<file path="src/rtl/tx_pkt.sv">
`ifndef CH_IDX_W
`define CH_IDX_W 6
`endif
`ifndef NB_PKG_W
`define NB_PKG_W 8
`endif

// Byte FIFO whose read data is visible before the pop.
// Latency: a written byte is readable on the following cycle.
// Backpressure: a write while full is dropped unless a read frees the slot in the same cycle.
module tx_pkt_fifo #(
    parameter int W  = 8,
    parameter int AW = 6
) (
    input  logic         clk,
    input  logic         rst,
    input  logic         push,
    input  logic [W-1:0] push_dat,
    input  logic         pop,
    output logic [W-1:0] pop_dat,
    output logic         full,
    output logic         empty
);
    localparam int DEPTH = 1 << AW;

    logic [W-1:0] mem [DEPTH];
    logic [AW:0]  wptr;
    logic [AW:0]  rptr;
    logic         do_push;
    logic         do_pop;

    // Extra pointer bit tells full apart from empty when the indices meet.
    assign empty   = (wptr == rptr);
    assign full    = (wptr[AW] != rptr[AW]) && (wptr[AW-1:0] == rptr[AW-1:0]);
    assign do_pop  = pop && !empty;
    assign do_push = push && (!full || do_pop);
    assign pop_dat = mem[rptr[AW-1:0]];

    always_ff @(posedge clk) begin
        if (rst) begin
            wptr <= '0;
            rptr <= '0;
        end else begin
            if (do_push) wptr <= wptr + 1'b1;
            if (do_pop)  rptr <= rptr + 1'b1;
        end
    end

    always_ff @(posedge clk) begin
        if (do_push) mem[wptr[AW-1:0]] <= push_dat;
    end
endmodule

// Link-layer transmitter: preamble, access address, whitened PDU and whitened CRC-24, one bit per en.
// Latency: each en cycle in a frame yields tx/tx_valid on the next cycle; first bit >= 2 cycles after start.
// Backpressure: en paces the bit stream; an empty FIFO at a byte boundary aborts the frame with underrun.
module tx_pkt #(
    parameter int          FIFO_ADDR_W = 6,
    parameter logic [23:0] CRC_INIT    = 24'h555555
) (
    input  logic                 clk,
    input  logic                 rst,
    input  logic                 en,
    input  logic                 wr_en,
    input  logic [7:0]           data_in,
    output logic                 full,
    input  logic                 start,
    input  logic [31:0]          aa,
    input  logic [`CH_IDX_W-1:0] ch_idx,
    input  logic [`NB_PKG_W-1:0] nb_pkg,
    output logic                 busy,
    output logic                 done,
    output logic                 underrun,
    output logic                 tx,
    output logic                 tx_valid
);
    localparam logic [23:0] CRC_POLY = 24'h00065B;

    typedef enum logic [2:0] {IDLE, PRE, AA, PDU, CRC} state_t;

    state_t               state, state_n;
    logic [4:0]           bit_cnt, bit_n;
    logic [`NB_PKG_W-1:0] byte_cnt, byte_n;
    logic [31:0]          aa_r, aa_n;
    logic [7:0]           sh_r, sh_n;
    logic [23:0]          crc, crc_n;
    logic [6:0]           wh, wh_n, wh_adv;
    logic                 tx_n, tx_valid_n, done_n, underrun_n;
    logic                 fifo_pop, fifo_empty, data_bit, fb;
    logic [7:0]           fifo_dat;

    tx_pkt_fifo #(.W(8), .AW(FIFO_ADDR_W)) u_fifo (
        .clk      (clk),
        .rst      (rst),
        .push     (wr_en),
        .push_dat (data_in),
        .pop      (fifo_pop),
        .pop_dat  (fifo_dat),
        .full     (full),
        .empty    (fifo_empty)
    );

    assign busy = (state != IDLE);

    always_ff @(posedge clk) begin
        if (rst) begin
            state    <= IDLE;
            bit_cnt  <= '0;
            byte_cnt <= '0;
            aa_r     <= '0;
            sh_r     <= '0;
            crc      <= '0;
            wh       <= '0;
            tx       <= 1'b0;
            tx_valid <= 1'b0;
            done     <= 1'b0;
            underrun <= 1'b0;
        end else begin
            state    <= state_n;
            bit_cnt  <= bit_n;
            byte_cnt <= byte_n;
            aa_r     <= aa_n;
            sh_r     <= sh_n;
            crc      <= crc_n;
            wh       <= wh_n;
            tx       <= tx_n;
            tx_valid <= tx_valid_n;
            done     <= done_n;
            underrun <= underrun_n;
        end
    end

    always_comb begin
        state_n    = state;
        bit_n      = bit_cnt;
        byte_n     = byte_cnt;
        aa_n       = aa_r;
        sh_n       = sh_r;
        crc_n      = crc;
        wh_n       = wh;
        tx_n       = tx;
        tx_valid_n = 1'b0;
        done_n     = 1'b0;
        underrun_n = underrun;
        fifo_pop   = 1'b0;
        data_bit   = 1'b0;
        fb         = 1'b0;
        // Whitening step: w0<=w6, w4<=w3^w6, all other taps shift up by one.
        wh_adv     = {wh[5], wh[4], wh[3] ^ wh[6], wh[2], wh[1], wh[0], wh[6]};

        unique case (state)
            IDLE: begin
                if (start) begin
                    aa_n       = aa;
                    byte_n     = nb_pkg;
                    wh_n       = {ch_idx[0], ch_idx[1], ch_idx[2], ch_idx[3],
                                  ch_idx[4], ch_idx[5], 1'b1};
                    crc_n      = CRC_INIT;
                    bit_n      = '0;
                    underrun_n = 1'b0;
                    state_n    = PRE;
                end
            end
            PRE: begin
                if (en) begin
                    // 0xAA (aa[0]=0) or 0x55 (aa[0]=1), LSB first.
                    tx_n       = bit_cnt[0] ^ aa_r[0];
                    tx_valid_n = 1'b1;
                    if (bit_cnt == 5'd7) begin
                        bit_n   = '0;
                        state_n = AA;
                    end else begin
                        bit_n = bit_cnt + 5'd1;
                    end
                end
            end
            AA: begin
                if (en) begin
                    tx_n       = aa_r[bit_cnt];
                    tx_valid_n = 1'b1;
                    if (bit_cnt == 5'd31) begin
                        bit_n   = '0;
                        state_n = (byte_cnt != '0) ? PDU : CRC;
                    end else begin
                        bit_n = bit_cnt + 5'd1;
                    end
                end
            end
            PDU: begin
                if (en) begin
                    if (bit_cnt == 5'd0 && fifo_empty) begin
                        underrun_n = 1'b1;
                        state_n    = IDLE;
                    end else begin
                        if (bit_cnt == 5'd0) begin
                            fifo_pop = 1'b1;
                            sh_n     = fifo_dat;
                            data_bit = fifo_dat[0];
                        end else begin
                            data_bit = sh_r[bit_cnt[2:0]];
                        end
                        fb         = data_bit ^ crc[23];
                        crc_n      = {crc[22:0], 1'b0} ^ (fb ? CRC_POLY : 24'h0);
                        tx_n       = data_bit ^ wh[6];
                        tx_valid_n = 1'b1;
                        wh_n       = wh_adv;
                        if (bit_cnt == 5'd7) begin
                            bit_n  = '0;
                            byte_n = byte_cnt - 1'b1;
                            if (byte_cnt == `NB_PKG_W'(1)) state_n = CRC;
                        end else begin
                            bit_n = bit_cnt + 5'd1;
                        end
                    end
                end
            end
            CRC: begin
                if (en) begin
                    tx_n       = crc[23] ^ wh[6];
                    tx_valid_n = 1'b1;
                    crc_n      = {crc[22:0], 1'b0};
                    wh_n       = wh_adv;
                    if (bit_cnt == 5'd23) begin
                        bit_n   = '0;
                        done_n  = 1'b1;
                        state_n = IDLE;
                    end else begin
                        bit_n = bit_cnt + 5'd1;
                    end
                end
            end
            default: state_n = IDLE;
        endcase
    end
endmodule

</file>
<file path="config.mk">
export PLATFORM = sky130hd
export DESIGN_NAME = tx_pkt
export DESIGN_NICKNAME = d
export VERILOG_FILES = /design/src/rtl/tx_pkt.sv
export SDC_FILE = /design/constraint.sdc
export NUM_CORES = 1
export LEC_CHECK = 0
export ABC_AREA = 1
export CAP_MARGIN = 20
export CORE_ASPECT_RATIO = 0.75
export CORE_MARGIN = 4
export CORE_UTILIZATION = 50
export DETAILED_ROUTE_END_ITERATION = 8
export PLACE_DENSITY = 0.67
export SLEW_MARGIN = 20
export SYNTH_ARGS = -nofsm -noshare
export SYNTH_HDL_FRONTEND = slang
export SYNTH_SLANG_ARGS = --single-unit
</file>
<file path="constraint.sdc">
create_clock -name clk -period 4.52 [get_ports clk]
set_clock_uncertainty 0.15 [all_clocks]
set_input_delay 0.904 -clock clk [delete_from_list [all_inputs] [get_ports clk]]
set_output_delay 0.904 -clock clk [all_outputs]
set_load 0.02 [all_outputs]
</file>
# == Yosys cells after proc, flatten, opt, wreduce, memory -nomap -nowiden ==
# Memories as Yosys holds them, arrays and structs flattened. A register that Yosys moved wholly into a read port is not among the register bits.
# Cells that the tools add are included.
# totals
mem_bits_rw,512
n_memories,1
reg_bits,105
input_bits,59
wordCells,148
out_inout_bits,6
# memory_table
name,words,width,rd,rd_ports_with_merged_regs,write_ports,line,rtl
u_fifo.mem,64,8,1,1,1,26,logic [W-1:0] mem [DEPTH];
# classes
add_sub_neg,4
n_lt_le_gt_ge,2
mux,70
reduce_logical,25
n_bitwise,9
n_eq_ne,24
# op_table
cell,count
2-to-1 mux 24 bit,4
case mux 24 bit (3 select lines),1
2-to-1 mux 5 bit,9
2-to-1 mux 3 bit,12
2-to-1 mux 8 bit,4
2-to-1 mux 7 bit,4
case mux 5 bit (5 select lines),1
2-to-1 mux 1 bit,24
XOR 24 x 11 -> 24 bit,1
!= test 2 bit (second input constant),11
case mux 7 bit (3 select lines),1
case mux 8 bit (2 select lines),1
case mux 3 bit (5 select lines),1
adder 7 x 1 -> 7 bit (second input constant),2
2-to-1 mux 6 bit,2
2-to-1 mux 11 bit,1
equality test 5 bit (second input constant),2
AND reduction 10 bit,1
AND reduction 5 bit,2
equality test 8 x 1 -> 1 bit (second input constant),1
AND reduction 4 bit,2
nonzero test 8 bit,1
subtractor 8 x 1 -> 8 bit (second input constant),1
equality test 7 bit,1
29 further kinds,44

# == Logic depth before layout (Yosys ltp) ==
# Gate-level depths: netlist of run 1.
# logic_depth
word_depth,12
ltp_mapped,19

# == Hierarchy ==
# Synthesis of run 1 repeated with hierarchy kept, for this count alone.
# hier_totals
hier_cells,2556
area_unflattened_um2,26477.9
# modules_own_cells
mod,area_each_um2,cells_per_inst,seq_area_each_um2,n_inst
tx_pkt_fifo,22018.6,1932,15775.1,1
tx_pkt,4459.3,624,1821.7,1

# == Least setup slack after synthesis of run 1 ==
# Ideal clock, no wire load.
# synth_timing
path_type,register to register
start,register bit_cnt[0]
end,"memory u_fifo.mem[11][0], enable pin"
n_path_buf,1
setup_slack_ns,1.809
path_stages_with_launch,12
t_required_ns,4.000
t_arrival_ns,2.191
path_cell_list,dfxtp_1 buf_2 clkinv_1 ha_1 nand3_1 nor2_1 nand3_2 nand2_1 nand2_2 nor2_1 nand3_1 nor2_1
# synth_via
elab_chain_cells,10
word_cells_on_any_way,11
# synth_rtl
item,line,rtl
start: declaration,82,"logic [4:0] bit_cnt, bit_n;"
start signal: assignment,120,bit_cnt <= bit_n;
zero test 5 bit *,"191, 195",
2-to-1 mux 1 bit / logical AND 1 bit (equally long branches),"195, 191",
2-to-1 mux 1 bit *,191,if (bit_cnt == 5'd0 && fifo_empty) begin
2-to-1 mux 1 bit *,190,if (en) begin
2-to-1 mux 1 bit *,151,unique case (state)
logical AND 1 bit *,35,assign do_pop = pop && !empty;
logical OR 1 bit *,36,assign do_push = push && (!full || do_pop);
logical AND 1 bit *,36,
2-to-1 mux 1 bit *,50,if (do_push) mem[wptr[AW-1:0]] <= push_dat;
2-to-1 mux 1 bit (implied by the code) *,50,
end: declaration,26,
# Mark *: on every way between the ends. The rest lies on a longest branch, timed or not.

# == Worst setup path in the final report of run 1 ==
# layout_timing
start,register u_fifo.wptr[3]
end,output port full
# layout_via
elab_chain_cells,2
# layout_rtl
item,line,rtl
start: declaration,27,logic [AW:0] wptr;
start signal: assignment,44,if (do_push) wptr <= wptr + 1'b1;
equality test 6 bit,34,assign full = (wptr[AW] != rptr[AW]) && (wptr[AW-1:0] == rptr[AW-1:0]);
logical AND 1 bit,34,
end: declaration,66,"output logic full,"
# Every way passes these cells.

==> results of run 1 <==
state kept, by name, summed over array words and instances (netlist names), named ones only:
signal and flops:
byte_cnt 8, state 3, u_fifo.rptr 7, bit_cnt 5, u_fifo.wptr 7, tx 1
crc 24, done 1, u_fifo.mem 512, underrun 1, tx_valid 1, sh_r 8
aa_r 32, wh 7
critical path: cells and delay by family, from the launching register on:
family	cells	cell delay, ns
and+or+nand+nor	5	0.59
buffers and inverters	2	0.83
DFF	1	0.51
cells in the final DEF (no fill, tap or decap), types with 8 or more instances in the layout:
cell type,Yosys,final
a31oi_1,16,16
clkinv_1,2,8
a21oi_1,68,68
nor3_1,13,13
clkbuf_1,98,10
a211oi_1,9,9
nor2_1,369,369
nand3_1,166,166
o22ai_1,35,35
o21ai_0,303,303
clkinv_2,1,20
nand2_1,211,211
o211ai_1,22,22
edfxtp_1,512,512
clkbuf_16,0,59
dfxtp_1,111,108
o221ai_1,82,82
inv_1,87,85
nand4_1,10,10
buf_4,5,81
clkdlybuf4s50_1,0,55
buf_12,0,9
per-stage QoR:
stage / power, mW / cells / worst slack (ns) / util [%] / instance area (um2)
after global placement: 8.18 / 2881 / 0.892 / 53.7 / 26900
final: 12.9 / 2986 / 0.934 / 57.3 / 28700
after detailed placement: 8.20 / 2881 / 0.776 / 53.7 / 26900
after CTS: 12.9 / 2986 / 0.934 / 57.3 / 28700
after floorplan: 7.69 / 2222 / 1.81 / - / 25300
after global routing: 13.4 / 2986 / 0.794 / 57.3 / 28700
cells by family (layout without fill, tap and decap cells):
kind of cell,after synthesis,count (layout)
xor gates and xnor gates,4,4
AOI/OAI and AO/OA,561,561
DFF,623,623
adders and majority gates,7,7
and+or+nand+nor,786,786
buffers and inverters,241,348
final timing paths:
kind / end / start
worst min-delay path: aa_r[17]$_SDFFE_PP0P_ / aa_r[17]$_SDFFE_PP0P_
worst min register to register: aa_r[17]$_SDFFE_PP0P_ / aa_r[17]$_SDFFE_PP0P_
worst max register to register: sh_r[6]$_SDFFE_PP0P_ / register
worst max-delay path: full / u_fifo.wptr[3]$_SDFFE_PP0P_
power by group through the flow:
stage               logic, mW  clock network, mW  registers, mW
global placement         1.48                  0           6.70
finish                   1.53               4.79           6.58
global route             1.69               5.11           6.61
floorplan                1.02                  0           6.67
detailed placement       1.50                  0           6.70
CTS                      1.51               4.84           6.58
Yosys cell counts (3+ instances only):
library cell    n
inv_2           7
a22oi_1         7
o22ai_1        35
nor2_1        369
ha_1            7
clkbuf_1       98
nand3_1       166
buf_1          13
nor4_1          3
inv_1          87
o311ai_0        6
a21oi_1        68
nand2_1       211
xor2_1          3
nor3_1         13
a211oi_1        9
or2_2           3
buf_2          25
nor3b_1         3
o221a_2         6
o21ai_0       303
o221ai_1       82
dfxtp_1       111
edfxtp_1      512
o211ai_1       22
a31oi_1        16
buf_4           5
o21a_1          3
nand4_1        10
cell type report:
cell class,count,area share (%)
multi-input cells,1358,23.5
clock buffers,71,5.37
inverters,97,1.29
repair buffers,146,4.68
clock inverters,34,1.05
well taps,657,2.86
flip-flops and latches,623,61.3
layer usage:
layer / wire [um] / part of all wire [%] / vias to the layer above / track usage, %
li1: - / - / 8212 / -
met5: 0 / 0 / - / 0
met2: 29300 / 43 / 1038 / 35.5
met3: 7930 / 12 / 125 / 6.03
met4: 1390 / 2.0 / 0 / 5.23
met1: 29900 / 44 / 8925 / 38.9
==> impl_metrics.ini, run 1 <==
[run_status]
status = completed

[drt]
vias = 18300
first_pass_iters = 8
wl_per_cell_um = 22.9
drc = 0
drt-total-wl_mm = 68.5
postRouteAntennaNets = 0
dr.first_iter.drc_count = 2958
vias_per_cell = 6.13

[clock_network]
cts_setup_buffers = 0
cts_sinks = 623
cts.reportedPaths.clkPinSlew_ns = 0.06
cts_made_buffers = 58
hold_buffers = 0
cts_htree_levels = 2
cts_buffer_depth = 3
cts_tree = yes
cts-root-buf = clkbuf_16
postCtsResizedCells = 0
clkLatencyLatePin_ns = 0.62

[setup_path]
rrSetupSlack_ns = 1.09
required_ns = 3.47
crit_arrival_ns = 2.53
endpoint_kind = primary output
crit_type = reg -> out
cp_slowest_cell = clkdlybuf4s50_1
crit_fanout = 8
max_stage_delay_ns = 0.69
rr_worst_depth = 9
critPathLaunchType = register
crit_chain = inv_2, nand2_1, nand4_1, nor2_1, nand2_1, nor2_1, clkdlybuf4s50_1

[finish]
n_fill_cell = 4123
fin_nets = 2350
multiInputGateArea_um2 = 6750
seq_area_um2 = 17600
area_delta_synth_final_pct = 13.5
antenna_cells = 0
drive_gt1_share_pct = 9.02

[logic_synthesis]
ys_seq_area_share_pct = 69.5
synth_area_um2 = 25300
postSynthAreaPerCell_um2 = 11.4
synthSimpleGateAreaFrac_pct = 12.9
synth_top_family_by_area = compound AO/OA/AOI/OAI gates
synth_compound_area_share_pct = 13.3
synth_seq_cells = 623
yosys.area.top_type = edfxtp_1
async_reset_ff_share_pct = 0
syn-instance-count = 2222
synth_mux_area_share_pct = 0
synth_edf_count = 512
synth_cell_types = 44
synth_nets = 2288
synth_ff_type = edfxtp_1
synth_xor_area_share_pct = 0.138
ys_top_cells_by_area = edfxtp_1 61%, dfxtp_1 8.8%, o21ai_0 6.0%
synth_top_area_share_pct = 60.7
synth_fa_ha_area_share_pct = 0.346
yosysWarnings = 0

[worst_hold_path]
hp-class = reg -> reg
whs_path_depth = 2

[pwr]
swShare_pct = 25.4
pwr-share-seq_pct = 51.0
p_int_mw = 9.63
pwr-share-clk_pct = 37.1
p_leak_nw = 9.77
p_switching_mw = 3.27
powerDensity_nw_per_um2 = 449
comb_power_share_pct = 11.8
ir_worst_vdd_mv = 0.372

[sta]
slew_viol_final = 0
finalSetupTns_ns = 0
setup_violations = 0
finalCritPeriodShare_pct = 79.3
fin_crit_ns = 3.59
fmax_mhz = 279
slew_headroom_pct = 34.6
worstMarginPinSlew_ns = 0.981
hold_slack_ns = 0.304
rsz0062_at_grt = false
hold_viol = 0

[global_route]
grt_pass1_wl_mm = 103
first_global_vias = 17100
grt_use_total_pct = 24.9
grt_max_degree = 161
antenna_found_initial = 0
grt-ovfl-total = 0

[floorplan]
rows = 71
die_h_um = 203
dieArea_um2 = 54300
core-area_um2 = 50100
initial_core_util_pct = 50.5
io_pins = 65
die_x_um = 268

[place]
dp_hpwl_mm = 41.3
gp_congestion = 0.880
port_buffers = 64

[run]
cap_viol_max_count = 0
Note: power is estimated with default switching activity, not from simulation.
==> run 2, diff against run 1 <==
Clock period 4.52 ns to 3.4 ns, I/O delays scaled along.
==> impl_metrics.ini, run 2 (synthesized netlist as in run 1, its figures left out) <==
[drt]
drc = 0
drt-total-wl_mm = 68.1
postRouteAntennaNets = 0
first_pass_iters = 8
wl_per_cell_um = 22.5
vias = 18100
vias_per_cell = 5.99
dr.first_iter.drc_count = 2496

[clock_network]
cts.reportedPaths.clkPinSlew_ns = 0.06
cts_setup_buffers = 0
cts_sinks = 623
cts-root-buf = clkbuf_16
clkLatencyLatePin_ns = 0.62
cts_buffer_depth = 3
cts_htree_levels = 2
cts_tree = yes
cts_made_buffers = 58

[finish]
fin_nets = 2389
area_delta_synth_final_pct = 14.8
final_cells = 3028
drive_gt1_share_pct = 10.3
multiInputGateArea_um2 = 6750
final_common_cell = edfxtp_1
seq_area_um2 = 17600
antenna_cells = 0
n_fill_cell = 4054
most-common-layout-cells = 512 x edfxtp_1, 369 x nor2_1, 303 x o21ai_0
largest_reg_flops = 512

[setup_path]
crit_fanout = 5
max_stage_delay_ns = 0.56
crit_chain = nor2_1, inv_1, nor2_1, inv_1, clkdlybuf4s50_1
endpoint_kind = primary output
worst-path-buf-inv = 3
cp_slowest_cell = clkdlybuf4s50_1
path_delay_family = buffers and inverters
rrSetupSlack_ns = 0.42
crit_type = reg -> out
required_ns = 2.57
crit_arrival_ns = 2.19
critPathLaunchType = register

[global_route]
grt_use_total_pct = 24.9
antenna_found_initial = 1
grt_pass1_wl_mm = 104
grt_max_degree = 137
first_global_vias = 17300
grt-ovfl-total = 0

[run_status]
status = completed

[floorplan]
dieArea_um2 = 54300
rows = 71
die_x_um = 268
initial_core_util_pct = 50.5
core-area_um2 = 50100
io_pins = 65
die_h_um = 203

[place]
dp_hpwl_mm = 41.1
gp_congestion = 0.886
port_buffers = 64
place_inst = 2920
place_worst_setup_slack_ns = 0.318

[sta]
worstMarginPinSlew_ns = 0.967
finalCritPeriodShare_pct = 88.7
finalSetupTns_ns = 0
hold_slack_ns = 0.298
setup_violations = 0
rsz0062_at_grt = false
fmax_mhz = 332
slew_headroom_pct = 35.6
layout_setup_ws_ns = 0.384
hold_viol = 0
fin_crit_ns = 3.02
slew_viol_final = 0

[pwr]
p_leak_nw = 9.97
finalPower_mw = 17.3
ir_worst_vdd_mv = 0.482
powerDensity_nw_per_um2 = 594

[worst_hold_path]
hp-class = reg -> reg

[run]
cap_viol_max_count = 0
-- run 2: metal layers --
metal	wire length [um]	track usage (%)	vias up
li1	-	-	8296
met1	30000	38.7	8787
met2	28900	35.0	929
met3	7360	6.06	129
met4	1770	7.33	2
met5	7	0	-
-- run 2: what timing repair did --
item                       CTS  global route
setup endpoints to repair    0             1
hold buffers                 0             0
gates resized for setup      0             2
-- run 2: through the flow --
stage / util, % / area (um2)
2_1_floorplan: - / 25300
3_3_place_gp: 54.3 / 27200
3_5_place_dp: 54.3 / 27200
4_1_cts: 58.0 / 29100
5_1_grt: 58.0 / 29100
6_report: 58.0 / 29100
-- run 2: worst paths after layout --
kind | startpoint | to | depth (start not counted)
min | aa_r[21]$_SDFFE_PP0P_ | aa_r[21]$_SDFFE_PP0P_ | 2
max reg2reg | register | crc[10]$_SDFFE_PP0P_ | 17
min reg2reg | aa_r[21]$_SDFFE_PP0P_ | aa_r[21]$_SDFFE_PP0P_ | 2
max | state[1]$_SDFFE_PP0P_ | busy | 5
-- run 2: power by group --
group / internal, mW / switching, mW
clock: 3.63 / 2.81
combinational: 0.682 / 1.42
sequential: 8.57 / 0.173
-- run 2: tightest hold or removal path, stage by stage, from the launching register on --
cell     delay, ns
dfxtp_1       0.30
inv_1         0.06
a21oi_1       0.05
-- run 2: area by class of cell --
class                   count  share of cell area (%)
clock buffers              76                    5.51
clock inverters            32                   0.947
inverters                  97                    1.28
multi-input cells        1358                    23.2
flip-flops and latches    623                    60.6
well taps                 657                    2.83
repair buffers            185                    5.64
